`config.mk`:
```
export PLATFORM = sky130hd
export DESIGN_NAME = mb_cycle_sequencer
export DESIGN_NICKNAME = d
export VERILOG_FILES = /design/src/rtl/mb_cycle_sequencer.sv
export SDC_FILE = /design/constraint.sdc
export NUM_CORES = 1
export LEC_CHECK = 0
export ABC_AREA = 1
export BUFFER_PORTS_ARGS = -buffer_cell sky130_fd_sc_hd__buf_2
export CAP_MARGIN = 20
export CORE_AREA = 3 3 68 70
export CTS_CLUSTER_SIZE = 20
export DETAILED_ROUTE_END_ITERATION = 8
export DIE_AREA = 0 0 71 73
export PLACE_DENSITY_LB_ADDON = 0.15
export SYNTH_ARGS = -nofsm -noshare
export SYNTH_HDL_FRONTEND = slang
export SYNTH_SLANG_ARGS = --single-unit
```
`constraint.sdc`:
```
create_clock -name MB_CLK -period 3.3 [get_ports MB_CLK]
set_clock_uncertainty 0.2 [all_clocks]
set_input_delay 0.66 -clock MB_CLK [delete_from_list [all_inputs] [get_ports MB_CLK]]
set_output_delay 0.66 -clock MB_CLK [all_outputs]
set_load 0.1 [all_outputs]
```
`src/rtl/mb_cycle_sequencer.sv`:
```
// mb_cycle_sequencer
//   Motherboard-side cycle sequencer. Generates the E clock, runs MC6800
//   VPA/VMA cycles and produces programmable wait-state /DTACK for NUM_CH
//   internal slow windows. Everything runs on MB_CLK; /AS, /VPA and /DTACK
//   are double-flop synchronised. CYCLE_DTACK is ANDed with the other DTACK
//   terms at top level.
//
//   Optional feature: define BUS_TIMEOUT_EN to enable the bus-error timeout.
//   Without it BERR_N is tied high.
//
// Ports
//   RESET        in   async active-low reset
//   MB_CLK       in   motherboard clock
//   CPU_AS       in   CPU /AS (asynchronous, active-low)
//   CPU_FC       in   CPU function code, 3'b111 = CPU space
//   MB_VPA       in   motherboard /VPA, active-low
//   MB_DTACK     in   motherboard /DTACK, active-low (timeout only)
//   CH_SEL       in   per-channel window hits, bit 0 highest priority
//   CH_WAIT      in   per-channel wait counts, WAIT_W bits each
//   E_CLK        out  E clock
//   MB_VMA       out  /VMA, active-low
//   CYCLE_DTACK  out  /DTACK contribution, active-low
//   BUSY         out  FSM not in IDLE
//   BERR_N       out  /BERR, active-low
//
// state     | meaning
// ----------+--------------------------------------------------------------
// S_IDLE    | waiting for an unserved /AS; decodes channel hit or VPA
// S_WAIT    | counting down the selected channel's wait states
// S_VPA_SYNC| 6800 cycle pending, waiting for e_cnt == VMA_POINT
// S_VPA_E   | /VMA asserted, waiting for e_cnt == E_FALL-1 to give DTACK
// S_HOLD    | DTACK asserted until /AS is released
module mb_cycle_sequencer #(
  parameter int E_DIV       = 10,
  parameter int E_RISE      = 4,
  parameter int E_FALL      = 8,
  parameter int VMA_POINT   = 2,
  parameter int NUM_CH      = 3,
  parameter int WAIT_W      = 4,
  parameter int TIMEOUT_CYC = 255
) (
  input  logic                     RESET,
  input  logic                     MB_CLK,
  input  logic                     CPU_AS,
  input  logic [2:0]               CPU_FC,
  input  logic                     MB_VPA,
  input  logic                     MB_DTACK,
  input  logic [NUM_CH-1:0]        CH_SEL,
  input  logic [NUM_CH*WAIT_W-1:0] CH_WAIT,
  output logic                     E_CLK,
  output logic                     MB_VMA,
  output logic                     CYCLE_DTACK,
  output logic                     BUSY,
  output logic                     BERR_N
);

  localparam int EW = (E_DIV > 1) ? $clog2(E_DIV) : 1;
  localparam logic [EW-1:0] E_LAST_C  = EW'(E_DIV - 1);
  localparam logic [EW-1:0] E_RISE_C  = EW'(E_RISE);
  localparam logic [EW-1:0] E_FALL_C  = EW'(E_FALL);
  localparam logic [EW-1:0] E_FALLM_C = EW'(E_FALL - 1);
  localparam logic [EW-1:0] VMA_C     = EW'(VMA_POINT);

  typedef enum logic [2:0] {
    S_IDLE, S_WAIT, S_VPA_SYNC, S_VPA_E, S_HOLD
  } state_t;

  state_t              state, state_nxt;
  logic [EW-1:0]       e_cnt;
  logic                e_clk_q;
  logic [1:0]          as_sync, vpa_sync, dtack_sync;
  logic                as_s, vpa_s;
  logic [WAIT_W-1:0]   wcnt, wcnt_nxt, sel_wait;
  logic                served, served_nxt;
  logic                dtack_q, dtack_nxt, vma_q, vma_nxt;
  logic                preset_n;

  assign as_s  = as_sync[1];
  assign vpa_s = vpa_sync[1];

  always_ff @(posedge MB_CLK or negedge RESET) begin
    if (!RESET) begin
      as_sync    <= 2'b11;
      vpa_sync   <= 2'b11;
      dtack_sync <= 2'b11;
    end else begin
      as_sync    <= {as_sync[0], CPU_AS};
      vpa_sync   <= {vpa_sync[0], MB_VPA};
      dtack_sync <= {dtack_sync[0], MB_DTACK};
    end
  end

  always_ff @(posedge MB_CLK or negedge RESET) begin
    if (!RESET) begin
      e_cnt   <= '0;
      e_clk_q <= 1'b0;
    end else begin
      e_cnt <= (e_cnt == E_LAST_C) ? '0 : e_cnt + 1'b1;
      if (e_cnt == E_RISE_C)
        e_clk_q <= 1'b1;
      else if (e_cnt == E_FALL_C)
        e_clk_q <= 1'b0;
    end
  end

  // Lowest-index selected channel wins: it is assigned last.
  always_comb begin
    sel_wait = '0;
    for (int i = NUM_CH - 1; i >= 0; i--)
      if (CH_SEL[i]) sel_wait = CH_WAIT[i*WAIT_W +: WAIT_W];
  end

  always_ff @(posedge MB_CLK or negedge RESET) begin
    if (!RESET) begin
      state  <= S_IDLE;
      wcnt   <= '0;
      served <= 1'b0;
    end else begin
      state  <= state_nxt;
      wcnt   <= wcnt_nxt;
      served <= served_nxt;
    end
  end

  // /AS high presets DTACK and VMA directly so the CPU sees them released
  // without waiting for the synchroniser.
  assign preset_n = RESET & ~CPU_AS;

  always_ff @(posedge MB_CLK or negedge preset_n) begin
    if (!preset_n) begin
      dtack_q <= 1'b1;
      vma_q   <= 1'b1;
    end else begin
      dtack_q <= dtack_nxt;
      vma_q   <= vma_nxt;
    end
  end

  always_comb begin
    state_nxt  = state;
    wcnt_nxt   = wcnt;
    served_nxt = served;
    dtack_nxt  = dtack_q;
    vma_nxt    = vma_q;
    if (as_s) begin
      state_nxt  = S_IDLE;
      wcnt_nxt   = '0;
      served_nxt = 1'b0;
      dtack_nxt  = 1'b1;
      vma_nxt    = 1'b1;
    end else begin
      case (state)
        S_IDLE: begin
          dtack_nxt = 1'b1;
          vma_nxt   = 1'b1;
          if (!served) begin
            if (|CH_SEL) begin
              wcnt_nxt   = sel_wait;
              served_nxt = 1'b1;
              state_nxt  = S_WAIT;
            end else if (!vpa_s && CPU_FC != 3'b111) begin
              served_nxt = 1'b1;
              state_nxt  = S_VPA_SYNC;
            end
          end
        end
        S_WAIT: begin
          if (wcnt == '0) begin
            dtack_nxt = 1'b0;
            state_nxt = S_HOLD;
          end else begin
            wcnt_nxt = wcnt - 1'b1;
          end
        end
        S_VPA_SYNC: begin
          if (e_cnt == VMA_C) begin
            vma_nxt   = 1'b0;
            state_nxt = S_VPA_E;
          end
        end
        S_VPA_E: begin
          if (e_cnt == E_FALLM_C) begin
            dtack_nxt = 1'b0;
            state_nxt = S_HOLD;
          end
        end
        S_HOLD: begin
          dtack_nxt = 1'b0;
          if (e_cnt == E_FALL_C) vma_nxt = 1'b1;
        end
        default: state_nxt = S_IDLE;
      endcase
    end
  end

  assign E_CLK       = e_clk_q;
  assign MB_VMA      = vma_q;
  assign CYCLE_DTACK = dtack_q;
  assign BUSY        = (state != S_IDLE);

`ifdef BUS_TIMEOUT_EN
  localparam int TW = $clog2(TIMEOUT_CYC + 1);

  logic [TW-1:0] tcnt;
  logic          berr_q;
  logic          count_en;

  // Autovector (CPU space with /VPA) terminates without any DTACK.
  assign count_en = dtack_q & dtack_sync[1] & ~((CPU_FC == 3'b111) & ~vpa_s);

  always_ff @(posedge MB_CLK or negedge RESET) begin
    if (!RESET) begin
      tcnt   <= '0;
      berr_q <= 1'b1;
    end else if (as_s) begin
      tcnt   <= '0;
      berr_q <= 1'b1;
    end else if (tcnt == TW'(TIMEOUT_CYC)) begin
      berr_q <= 1'b0;
    end else if (count_en) begin
      tcnt <= tcnt + 1'b1;
    end
  end

  assign BERR_N = berr_q;
`else
  // MB_DTACK only feeds the timeout; keep it visibly consumed.
  logic unused_timeout;
  assign unused_timeout = dtack_sync[1] | (TIMEOUT_CYC < 0);
  assign BERR_N = 1'b1;
`endif

endmodule

```
==> results by group <==
Finish
  • Most common cell after layout, fill and taps aside: nand2_1
  • Final instance area: 1430 sq um
  • Most frequent cells in the layout: nand2_1, buf_2, nand3_1, inv_1, nor2_1
  • Synthesis-to-finish area growth: 18.2%
  • Final core utilization: 35.5%
  • Inserted Diodes: 0
  • Non-Filler Instances: 255
  • Layout cell share with drive strength beyond 1: 24.9%
  • Nets: 231

Worst setup path
  • CP max FO: 6
  • CP peak stage delay: 450 ps
  • WS Path Type: flop to primary output
  • Arr. time, crit path: 1380 ps
  • Reg2reg setup slack: 1660 ps
  • Critical Path Source: state[1]$_DFFE_PN0P_
  • R2r worst-path depth: 7
  • Crit. End Element: primary output
  • Critical R2R Capture: state[1]$_DFFE_PN0P_
  • Cell Chain, Critical Path: nor2_2, nand2_2, buf_2
  • Required time worst endpoint: 2440 ps
  • Slowest-stage cell, CP: dfrtp_1
  • CP Launch Type: flop
  • RR Startpoint: as_sync[1]$_DFF_PN1_

Detailed routing
  • Routed len/inst: 10.7 um
  • Met3 WL: 155 um
  • WL met2: 1.20 mm
  • Final wirelength: 2.73 mm
  • Vias: 1,140
  • Highest Signal Layer: met4
  • WL met1: 1.36 mm
  • DR pass1 iterations: 4
  • Post-DRT Antenna Nets: 0
  • Iteration-0 DRC Markers: 34
  • Residual DRC count: 0
  • Vias/cell: 4.47

Place
  • Place WS: 1330 ps
  • Placed inst area: 1390 sq um
  • DPL Wire Length: 2.23 mm
  • Cell count after placement: 251
  • PortBufs: 25
  • GP Congestion: 0.788

Die
  • # IOs: 28
  • Starting Density: 30.1%
  • Core area: 4030 sq um
  • Die ar.: 5180 sq um
  • Row cnt: 23
  • Die height: 73 um
  • Die W: 71 um

GRT
  • GRT Total Usage: 11.7%
  • Largest net degree at the start of global routing: 19
  • Vias in the first global route: 1,103
  • Antenna violations before repair: 0
  • First-pass GRT wire length: 4.93 mm
  • Total gr overflow: 0

Synthesis
  • Yosys cell types: 25
  • Predominant post-synthesis flop cell: dfrtp_1
  • Synthesized area per cell: 6.80 sq um
  • Synthesized area: 1210 sq um
  • Synth Register Bits: 19
  • Number of flops mapped to enable cells by yosys: 0
  • Yosys top cell area share: 26.9%
  • Synth warn: 0
  • Post-synthesis cell count: 178
  • Cell types occupying the most area after synthesis: dfrtp_1, nand2_1, dfstp_2
  • Mapped Nets: 203
  • Synth area leader: dfrtp_1
  • Asr flop ratio synth: 100%
  • Sequential-to-total area share from yosys stat: 39.9%

CTS
  • Clock latency at the later pin of the worst-skew pair: 250 ps
  • H-Tree Level Count: 1
  • Setup Buffers After CTS: 0
  • CTS tree: yes
  • Post_cts resized: 0
  • CTS Hold Buffers Added: 0
  • Clk root buf: clkbuf_8
  • Clock sink count: 19
  • Clock-pin slew on the worst setup and hold paths: 70 ps
  • Clock buffer depth: 2
  • Total CTS buffers: 3

STA
  • Final worst path period share: 67.8%
  • Hold_ws: 128 ps
  • Final setup vio count: 0
  • Post-layout min period: 2240 ps
  • Fmax achieved: 447 MHz
  • RSZ-0062 raised after global routing: no
  • Setup total negative slack: 0 ps
  • Final Max Slew Viols: 0
  • Post-route setup slack: 1060 ps
  • Fin. Hold Viols: 0

Hold path
  • Worst hold path type: input pin to async pin

Status
  • Outcome: finished, final reports clean

Pwr
  • VDD IR max: 0.522 mV
  • Tot Pwr: 1.12 mW
  • Leak Pwr: 0.756 nW
  • Pwr Density: 780 nW/um^2

Run
  • MaxCap Viol Count: 0
cell type report:
cell class	instances	area [sq um]
flip-flops and latches	19	483
fillers	467	2600
inverters	25	93.8
repair buffers	25	125
well taps	50	62.6
clock buffers	4	45.0
multi-input cells	132	622
synthesized netlist by cell type, drive strengths merged (2+ instances only):
cell     n
a21oi    7
buf      2
dfrtp   13
dfstp    6
ha       2
inv     25
nand2   58
nand3   21
nor2    25
o211ai   2
o21ai   10
worst max-delay path, delay by kind of cell (launching register included):
family	cells	cell delay (ps)
buffers and inverters	1	300
DFF	1	450
and+or+nand+nor	2	370
state kept, by name (all words and copies together), names as in the netlist:
signal       count
MB_VMA           1
served           1
state            3
E_CLK            1
wcnt             4
CYCLE_DTACK      1
e_cnt            4
vpa_sync         2
as_sync          2
worst max path at each step:
stage	endpoint	slack [ps]	depth (start not counted)
2_1_floorplan	BUSY	1430	2
3_3_place_gp	BUSY	1320	3
3_5_place_dp	BUSY	1330	3
4_1_cts	BUSY	1040	3
5_1_grt	BUSY	960	3
6_report	BUSY	1060	3
routing by layer:
metal  vias up  global-route usage (%)
li1        615                       -
met3         2                    1.93
met4         0                    3.76
met2        27                    19.7
met5         -                       0
met1       496                    15.4
cells by family after synthesis:
logic type	after synthesis	share of synthesized area [%]
xor gates and xnor gates	1	0.723
other	1	0.310
adders and majority gates	2	2.07
DFF	19	39.9
buffers and inverters	27	8.78
and+or+nand+nor	107	38.5
AOI/OAI and AO/OA	21	9.71
where the power goes:
part | internal (mW) | total [mW] | switching, mW
Combinational | 0.167 | 0.612 | 0.445
Clock | 0.0857 | 0.158 | 0.0727
Sequential | 0.297 | 0.346 | 0.0490
(Power assumes the default switching activity.)
